**src/rtl/idu_stage.sv**
```systemverilog
// ---------------------------------------------------------------------------
// idu_stage -- RV-style instruction decode stage with an output register
// and a one-entry skid buffer.
//
// Each raw instruction is decoded combinationally into a bundle of register
// indices, immediates, function bits and a one-hot type. The bundle is then
// registered. The output register presents the bundle downstream. The skid
// register catches the one instruction that can arrive while the output is
// stalled, because in_ready is registered and so lags the stall by a cycle.
//
// Ports
//   clk, rst_n         rising-edge clock, asynchronous active-low reset
//   flush              drop every buffered instruction at the next edge
//   in_valid/in_ready  upstream handshake; in_ready = skid empty (registered)
//   in_inst, in_pc     raw instruction and its address
//   out_valid/out_ready downstream handshake
//   out_pc             PC of the presented bundle
//   d0en, s1en, s2en   rd / rs1 / rs2 valid
//   d0imm              rd (zero-extended) or the S/B immediate
//   s1                 rs1 (zero-extended) or 0
//   s2imm              rs2 (zero-extended) or the I/U/J immediate
//   fun                {funct3, funct7}
//   itype              one-hot {J, U, B, S, I, R}
//   illegal            unsupported encoding
// All out_* read as 0 while out_valid is 0.
// ---------------------------------------------------------------------------
module idu_stage #(
  parameter int WIDTH    = 32,
  parameter int INST_MAX = 32
) (
  input  logic                clk,
  input  logic                rst_n,
  input  logic                flush,
  input  logic                in_valid,
  output logic                in_ready,
  input  logic [INST_MAX-1:0] in_inst,
  input  logic [WIDTH-1:0]    in_pc,
  output logic                out_valid,
  input  logic                out_ready,
  output logic [WIDTH-1:0]    out_pc,
  output logic                d0en,
  output logic                s1en,
  output logic                s2en,
  output logic [WIDTH-1:0]    d0imm,
  output logic [WIDTH-1:0]    s1,
  output logic [WIDTH-1:0]    s2imm,
  output logic [9:0]          fun,
  output logic [5:0]          itype,
  output logic                illegal
);

  // Bundle layout: {pc, d0en, s1en, s2en, d0imm, s1, s2imm, fun, itype, illegal}
  localparam int BW = 4*WIDTH + 20;

  // ---------------- combinational decode ----------------
  logic [6:0]       opcode;
  logic             is_r, is_i, is_env, is_s, is_b, is_u, is_j, is_any;
  logic             dec_d0en, dec_s1en, dec_s2en;
  logic [WIDTH-1:0] dec_d0imm, dec_s1, dec_s2imm;
  logic [WIDTH-1:0] imm_i, imm_s, imm_b, imm_u, imm_j;
  logic [WIDTH-1:0] rd_z, rs1_z, rs2_z;
  logic             sgn;

  assign opcode = in_inst[6:0];
  assign sgn    = in_inst[31];

  assign imm_i = {{(WIDTH-12){sgn}}, in_inst[31:20]};
  assign imm_s = {{(WIDTH-12){sgn}}, in_inst[31:25], in_inst[11:7]};
  assign imm_b = {{(WIDTH-13){sgn}}, in_inst[31], in_inst[7], in_inst[30:25],
                  in_inst[11:8], 1'b0};
  assign imm_j = {{(WIDTH-21){sgn}}, in_inst[31], in_inst[19:12], in_inst[20],
                  in_inst[30:21], 1'b0};

  // The U immediate already fills 32 bits, so it only needs extension above that.
  generate
    if (WIDTH > 32) begin : g_u_ext
      assign imm_u = {{(WIDTH-32){sgn}}, in_inst[31:12], 12'b0};
    end else begin : g_u_noext
      assign imm_u = {in_inst[31:12], 12'b0};
    end
  endgenerate

  assign rd_z  = {{(WIDTH-5){1'b0}}, in_inst[11:7]};
  assign rs1_z = {{(WIDTH-5){1'b0}}, in_inst[19:15]};
  assign rs2_z = {{(WIDTH-5){1'b0}}, in_inst[24:20]};

  always_comb begin
    is_r   = 1'b0;
    is_i   = 1'b0;
    is_env = 1'b0;
    is_s   = 1'b0;
    is_b   = 1'b0;
    is_u   = 1'b0;
    is_j   = 1'b0;
    case (opcode)
      7'b0110011:                         is_r   = 1'b1;
      7'b0010011, 7'b0000011, 7'b1100111: is_i   = 1'b1;
      7'b1110011:                         is_env = 1'b1;
      7'b0100011:                         is_s   = 1'b1;
      7'b1100011:                         is_b   = 1'b1;
      7'b0110111, 7'b0010111:             is_u   = 1'b1;
      7'b1101111:                         is_j   = 1'b1;
      default: ;
    endcase
  end

  // Every listed opcode ends in 2'b11, so an unknown opcode also covers the
  // compressed-encoding case; no separate check on inst[1:0] is needed.
  assign is_any = is_r | is_i | is_env | is_s | is_b | is_u | is_j;

  assign dec_d0en = is_any & ~is_b & ~is_s & ~is_env;
  assign dec_s1en = is_any & ~is_j & ~is_u & ~is_env;
  assign dec_s2en = is_r | is_s | is_b;

  always_comb begin
    dec_d0imm = '0;
    if (dec_d0en)  dec_d0imm = rd_z;
    else if (is_s) dec_d0imm = imm_s;
    else if (is_b) dec_d0imm = imm_b;

    dec_s1 = dec_s1en ? rs1_z : '0;

    dec_s2imm = '0;
    if (dec_s2en)             dec_s2imm = rs2_z;
    else if (is_i || is_env)  dec_s2imm = imm_i;
    else if (is_u)            dec_s2imm = imm_u;
    else if (is_j)            dec_s2imm = imm_j;
  end

  logic [BW-1:0] dec_bundle;
  assign dec_bundle = {in_pc, dec_d0en, dec_s1en, dec_s2en, dec_d0imm, dec_s1,
                       dec_s2imm, in_inst[14:12], in_inst[31:25],
                       {is_j, is_u, is_b, is_s, is_i | is_env, is_r}, ~is_any};

  // ---------------- output register + skid ----------------
  logic          out_valid_reg, out_valid_next;
  logic          skid_valid_reg, skid_valid_next;
  logic          in_ready_reg;
  logic [BW-1:0] out_bundle_reg, skid_bundle_reg;
  logic          in_fire, out_free;
  logic          load_out_from_skid, load_out_from_in, load_skid;

  assign in_fire  = in_valid & in_ready_reg;
  // The output slot can take new data if it is empty or draining this edge.
  assign out_free = ~out_valid_reg | out_ready;

  always_comb begin
    out_valid_next     = out_valid_reg;
    skid_valid_next    = skid_valid_reg;
    load_out_from_skid = 1'b0;
    load_out_from_in   = 1'b0;
    load_skid          = 1'b0;
    if (flush) begin
      out_valid_next  = 1'b0;
      skid_valid_next = 1'b0;
    end else if (out_free) begin
      if (skid_valid_reg) begin
        // in_ready is low while the skid is full, so no accept can collide.
        load_out_from_skid = 1'b1;
        out_valid_next     = 1'b1;
        skid_valid_next    = 1'b0;
      end else if (in_fire) begin
        load_out_from_in = 1'b1;
        out_valid_next   = 1'b1;
      end else begin
        out_valid_next = 1'b0;
      end
    end else if (in_fire) begin
      load_skid       = 1'b1;
      skid_valid_next = 1'b1;
    end
  end

  always_ff @(posedge clk or negedge rst_n) begin
    if (!rst_n) begin
      out_valid_reg  <= 1'b0;
      skid_valid_reg <= 1'b0;
      in_ready_reg   <= 1'b1;
    end else begin
      out_valid_reg  <= out_valid_next;
      skid_valid_reg <= skid_valid_next;
      in_ready_reg   <= ~skid_valid_next;
    end
  end

  // Payload carries no reset; the valid bits alone say whether it means anything.
  always_ff @(posedge clk) begin
    if (load_out_from_skid)    out_bundle_reg <= skid_bundle_reg;
    else if (load_out_from_in) out_bundle_reg <= dec_bundle;
    if (load_skid)             skid_bundle_reg <= dec_bundle;
  end

  // Mask the stale payload so every output reads 0 while nothing is presented.
  logic [BW-1:0] out_gated;
  generate
    for (genvar gi = 0; gi < BW; gi++) begin : g_gate
      assign out_gated[gi] = out_bundle_reg[gi] & out_valid_reg;
    end
  endgenerate

  assign {out_pc, d0en, s1en, s2en, d0imm, s1, s2imm, fun, itype, illegal} = out_gated;
  assign out_valid = out_valid_reg;
  assign in_ready  = in_ready_reg;

endmodule

```
**config.mk**
```make
export PLATFORM = sky130hd
export DESIGN_NAME = idu_stage
export DESIGN_NICKNAME = d
export VERILOG_FILES = /design/src/rtl/idu_stage.sv
export SDC_FILE = /design/constraint.sdc
export NUM_CORES = 1
export LEC_CHECK = 0
export ABC_AREA = 1
export CAP_MARGIN = 30
export CORE_UTILIZATION = 54
export DETAILED_ROUTE_END_ITERATION = 8
export PLACE_DENSITY = 0.95
export RECOVER_POWER = 50
export SLEW_MARGIN = 40
export SYNTH_ARGS = -nofsm -noshare
export SYNTH_HDL_FRONTEND = slang
export SYNTH_SLANG_ARGS = --single-unit
```
**constraint.sdc**
```tcl
create_clock -name clk -period 9.09 [get_ports clk]
set_input_delay 1.818 -clock clk [delete_from_list [all_inputs] [get_ports clk]]
set_output_delay 1.818 -clock clk [all_outputs]
set_load 0.02 [all_outputs]
```
### Word level (Yosys, flattened, before mapping)

Index checks and enable logic that the tools add are counted.

* word-level logic and storage cells: 225
* register bits: 299
* output and inout port bits: 150
* input bits: 69

* reductions and logical operators: 5
* bitwise operators: 173
* multiplexer cells: 32
* equality and inequality tests: 10

Operators by type and width (count)
* 2-to-1 mux 148 bit: 2
* 2-to-1 mux 32 bit: 7
* AND 1 bit: 155
* == test 7 bit (second input constant): 4
* 2-to-1 mux 1 bit: 22
* == test 7 x 6 -> 1 bit (second input constant): 3
* == test 7 x 5 -> 1 bit (second input constant): 2
* bitwise OR 1 bit: 10
* inverter 1 bit: 8
* == test 7 x 2 -> 1 bit (second input constant): 1
* 2-to-1 mux 5 bit: 1
* nonzero test 2 bit: 2
* OR reduction 3 bit: 1
* OR reduction 2 bit: 1
* logical OR 1 bit: 1

### Logic depth before layout (Yosys ltp)

* word-level depth: 15
* mapped depth: 11

### Worst setup path after synthesis

OpenSTA, ideal clock, no wires.

* kind: input-to-reg
* start point: input out_ready
* end point: register skid_bundle_reg[0], enable pin
* stages on the path: 5
* required time: 8.524 ns
* setup time: 0.566 ns
* arrival time: 6.388 ns
* path slack: 2.136 ns
* cells stage by stage: nor2_1 inv_1 nor2_1 inv_1 nor2_1

* word-level cells in the longest chain between the ends: 3

RTL lines
* from (decl): line 39 `input logic out_ready,`
* bitwise OR 1 bit: line 145 `assign out_free = ~out_valid_reg | out_ready;`
* 2-to-1 mux 1 bit: line 156 `end else if (out_free) begin`
* 2-to-1 mux 1 bit: line 153 `if (flush) begin`
* via load_skid: line 141 `logic load_out_from_skid, load_out_from_in, load_skid;`
* to (signal assigned): line 190 `if (load_skid) skid_bundle_reg <= dec_bundle;`
* to (decl): line 139 `logic [BW-1:0] out_bundle_reg, skid_bundle_reg;`

The timed path passes the listed nets, and every way through them passes these cells.
A chain may end at the register's enable or synchronous reset.

### Worst setup path in the final report

* start point: register out_valid_reg, in the netlist out_valid
* end point: output d0imm[19]

* word-level cells in the longest chain between the ends: 1

RTL lines
* from (decl): line 136 `logic out_valid_reg, out_valid_next;`
* from (signal assigned): line 180 `out_valid_reg <= out_valid_next;`
* AND 1 bit: line 197 `assign out_gated[gi] = out_bundle_reg[gi] & out_valid_reg;`
* to (decl): line 44 `output logic [WIDTH-1:0] d0imm,`

Every way passes these cells.

==> impl_metrics.env <==
export IMPL_outcome="complete, but fails checks"
export IMPL_violations="max-capacitance violations, max-slew violations"
export IMPL_seqPwrFrac_pct=50.9
export IMPL_skew_ps=17.2
export IMPL_holdBufCountCts=0
export IMPL_cts_tree="yes"
export IMPL_rsz0062_at_grt="no"
export IMPL_synth_seq_cells=207
export IMPL_yosysMostFrequentCell="nand2_1"
export IMPL_cp_required_ps=7270
export IMPL_synth_edf_count=204
export IMPL_n_antenna_cell=0
export IMPL_io_pins=219
export IMPL_post_cts_setup_buffers=0
export IMPL_nNetsFinal=1195
export IMPL_h_tree_depth=1
export IMPL_cts_buffers=21
export IMPL_via_per_inst=4.86
export IMPL_critPathKind="flip-flop to output port"
export IMPL_setup_viol=0
export IMPL_num_vias=6634
export IMPL_portBuffers=191
export IMPL_clkSinkCount=207
export IMPL_clkTransAtPathRegs_ps=60
export IMPL_synth_top_area_cell="edfxtp_1"
export IMPL_routedWlPerCell_um=14.7
export IMPL_post_route_period_util_pct=54.8
export IMPL_switchingPower_w=0.000481
export IMPL_start_util_pct=55.0
export IMPL_cts_path_max_buffers=3
export IMPL_grtUsageTotal_pct=22.7
export IMPL_grt_pass1_wl_um=31900
export IMPL_setup_tns_final_ps=0
export IMPL_ys_types=25
export IMPL_seqCellArea_um2=6200
export IMPL_p_total_w=0.00214
export IMPL_fp_dieW_um=134
export IMPL_period_needed_ps=4980
export IMPL_ir_worst_vdd_uv=105
export IMPL_yosys_area_top_type_share_pct=64.7
export IMPL_synth_main_ff_cell="edfxtp_1"
export IMPL_cap_violations=4
export IMPL_slew_headroom_pct=-46.0
export IMPL_die_h_um=134
export IMPL_fmax_ghz=0.201
export IMPL_first_iter_violations=570
export IMPL_p_int_w=0.00166
export IMPL_leakagePower_nw=5.53
export IMPL_min_path_type="flip-flop to flip-flop"
export IMPL_first_global_vias=6305
export IMPL_seq_area_frac_synth_pct=65.5
export IMPL_die_area_um2=18100
export IMPL_clk_latency_ps=500
export IMPL_layout_drive_gt1_share_pct=4.29
export IMPL_drt_pass1_iter_count=5
export IMPL_worst_pin_slew_ps=2180
export IMPL_yosysWarningCount=0
export IMPL_grt_overflow=0
export IMPL_antenna_left=0
export IMPL_fp_coreArea_um2=17200
export IMPL_synthTopCellsByArea="edfxtp_1 65%, nand2_1 15%, inv_1 6.6%, buf_4 3.9%, o21ai_0 1.6%"
export IMPL_worst_ep_arrival_time_ps=3160
export IMPL_avgSynthCellArea_um2=9.80
export IMPL_drc_errors=0
export IMPL_combPwrFrac_pct=9.5
export IMPL_hold_viol=0
export IMPL_dp_hpwl_um=13400
export IMPL_synthArstFlopShare_pct=1.45
export IMPL_multiInputGateArea_um2=2110
export IMPL_power_frac_clock_pct=39.6
export IMPL_synth_area_um2=9470
export IMPL_wirelength_um=20100
export IMPL_cp_start_kind="flip-flop"
export IMPL_nFillCells=1276
export IMPL_cp_end_kind="output port"
export IMPL_gp_congestion=0.865
export IMPL_grt_max_degree=111
export IMPL_synth_cells=967
export IMPL_cp_max_fo=85
export IMPL_rows=48
export IMPL_antenna_found_initial=0
export IMPL_power_density_nw_per_um2=180
export IMPL_swShare_pct=22.5
export IMPL_slew_violations=109
export IMPL_syn2layout_area_growth_pct=25.3
export IMPL_cts_resized=0
export IMPL_synthTopCellsByCount="368 x nand2_1, 204 x edfxtp_1, 166 x inv_1"
export IMPL_cts_root_buffer="clkbuf_16"
final cells by class:
class                   instances  share of cell area [%]
multi-input cells             529                    17.8
clock buffers                  29                    4.85
inverters                     172                    5.46
well taps                     225                    2.37
flip-flops and latches        207                    52.2
clock inverters                 9                   0.843
repair buffers                195                    16.5
worst max-delay path, stage by stage, from the launching register on:
cell	delay, ps
dfrtp_1	790
buf_6	580
nand2_1	100
inv_1	430
clkdlybuf4s50_1	740
layer usage:
| metal | vias to the layer above | global-route usage [%] | wire (um) |
|---|---|---|---|
| li1 | 3243 | - | - |
| met1 | 3053 | 29.6 | 7930 |
| met2 | 307 | 39.0 | 10100 |
| met3 | 31 | 4.09 | 1600 |
| met4 | 0 | 6.62 | 452 |
| met5 | - | 0 | 0 |
final timing paths:
kind	depth (start not counted)	slack [ps]	to	start
worst max-delay path	4	4110	d0imm[19]	out_valid$_DFFE_PN0P_
worst min-delay path	2	510	out_bundle_reg[129]$_DFFE_PP_	skid_bundle_reg[129]$_DFFE_PP_
worst max register to register	7	5180	skid_bundle_reg[115]$_DFFE_PP_	out_valid$_DFFE_PN0P_
worst min register to register	2	510	out_bundle_reg[129]$_DFFE_PP_	skid_bundle_reg[129]$_DFFE_PP_
max in group asynchronous	1	7280	in_ready$_DFF_PN1_	rst_n
min in group asynchronous	1	1580	out_valid$_DFFE_PN0P_	rst_n
layout by cell type, fill, tap and decap left out:
cell type and instances:
clkdlybuf4s50_1 127, bufinv_16 2, inv_6 1, a31oi_1 1, clkinvlp_4 1, nor3_1 1, nor2_4 1, clkbuf_16 21
nand2_1 380, inv_1 167, edfxtp_1 204, nand2_2 7, o21ai_2 1, or2_0 1, dfrtp_1 2, o21ai_1 6
inv_2 3, a21oi_1 3, o22ai_1 1, buf_6 4, nor2_1 42, nand3_1 8, clkbuf_1 6, clkbuf_8 2
inv_4 1, o21ai_0 50, dlygate4sd3_1 64, clkinv_2 4, dfstp_2 1, clkinv_1 2, conb_1 27
logic make-up after synthesis:
logic type,share of synthesized area [%]
buffers and inverters,12.6
AO/OA/AOI/OAI,3.50
flip-flops,65.5
AND/OR/NAND/NOR,18.4
other,0.0396
metrics by stage:
stage | instance area [um2] | hold WS [ps] | std cells | util (%) | setup WS (ps)
final | 11900 | 512 | 1366 | 68.9 | 4110
after global routing | 11900 | 534 | 1366 | 68.9 | 3820
after CTS | 12000 | 505 | 1366 | 69.4 | 4150
after detailed placement | 11300 | 502 | 1328 | 65.5 | 4680
after global placement | 11300 | 498 | 1328 | 65.4 | 4600
after floorplan | 9570 | 494 | 993 | - | 2140
power by group through the flow:
stage | combinational (W) | clock [W] | sequential, W
CTS | 0.000212 | 0.000861 | 0.00109
global placement | 0.000205 | 0 | 0.00111
detailed placement | 0.000211 | 0 | 0.00111
floorplan | 0.000121 | 0 | 0.00111
global route | 0.000222 | 0.000897 | 0.00109
finish | 0.000203 | 0.000848 | 0.00109
Power figures use the tool's default switching activity.
==> patch: new RTL, config.mk and constraints unchanged <==
Change the parameter `WIDTH` from 32 to 64.
--- a/src/rtl/idu_stage.sv
+++ b/src/rtl/idu_stage.sv
@@ -25,7 +25,7 @@
 // All out_* read as 0 while out_valid is 0.
 // ---------------------------------------------------------------------------
 module idu_stage #(
-  parameter int WIDTH    = 32,
+  parameter int WIDTH    = 64,
   parameter int INST_MAX = 32
 ) (
   input  logic                clk,
Interface: changed (5 resized); port bits go from 219 to 379. The function was not compared with the original's and may differ.
==> patch against the unedited design <==
Wire length increased by 54%. Sequential share of layout area decreased by 2.3 points. Largest cell class unchanged. Total power increased by 38%. Register-to-register slack got worse by 1.0 ns. Global-route usage increased by 2.0 points. The run still ends with capacitance limit, slew limit left. Non-clock buffer count increased by 132. Synthesized area increased by 35%. Sequential cell count increased by 64. Die area increased by 35%. Design area increased by 37%. Setup slack got worse by 0.99 ns.
==> patch: results (changes against the unedited design) <==
stage	metric	value	unit	change
placement	numPortBuffers	319		+67%
layout	finalNonFillerCells	1858		+36%
sta	drv_slew	104		-4.6%
placement	gp_congestion	0.882		+2.0%
power	p_switching	0.677	mW	+41%
clocking	clock_latency	0.55	ns	+0.05 ns
power	total_power	2.95	mW	+38%
detailed_routing	drtIter0Drc	931		+63%
power	p_seq_share	48.6	%	-2.3 points
run_status	violations	capacitance limit, slew limit		
placement	dpl_cell_area	15400	sq um	+37%
synth	avgSynthCellArea	9.93	sq um	+1.3%
global_route	grt_pass1_vias	8919		+41%
setup_path	critPathArrivalTime	6.23	ns	+3.07 ns
placement	pre_cts_slack	4.46	ns	-0.224 ns
global_route	use_met1	28.9	%	-0.63 points
power	peakVddDrop	0.000147	V	+40%
flow_run	cap_viol_max_count	2		-2
global_route	gr-usage-all-layers	24.7	%	+2.0 points
global_route	use_met2	43.3	%	+4.3 points
setup_path	crit_fanout	60		-29%
run_status	status	complete, but fails checks		
synth	synth_edf_count	268		+31%
sta	finClkSkew	0.0329	ns	+0.0157 ns
synth	seq_area_frac_synth	63.3	%	-2.1 points
global_route	grt_pass1_wl	46500	um	+46%
synth	async_flop_share	1.11	%	-0.34 points
synth	synth_compound_area_share	2.35	%	-1.1 points
detailed_routing	route.met3.wl	2160	um	+35%
patch: critical path, cell delays in order:
cell	delay, ns
dlygate4sd3_1	0.54
nor2_1	0.07
nor3_1	0.39
clkinvlp_2	1.41
clkbuf_1	1.40
nand3_1	0.43
nand2_1	0.11
patch: final timing paths:
path	from	to	slack, ns	cells past startpoint
min in group asynchronous	rst_n	skid_valid_reg	1.53	1
max in group asynchronous	rst_n	in_ready	7.32	1
worst max register to register	out_valid	out_bundle_reg[83]	4.13	7
worst min-delay path	skid_bundle_reg[234]	out_bundle_reg[234]	0.49	2
worst min register to register	skid_bundle_reg[234]	out_bundle_reg[234]	0.49	2
worst max-delay path	out_ready	out_bundle_reg[83]	3.12	7
patch: area by class of cell:
class	count	area, sq um	area share [%]
clock inverter	18	248	1.52
tap	319	399	2.45
multi-input combinational	685	2740	16.8
antenna	3	7.51	0.0461
timing repair buffer	327	3260	20.1
clock buffer	31	712	4.38
inverter	204	774	4.76
sequential	271	8130	50.0
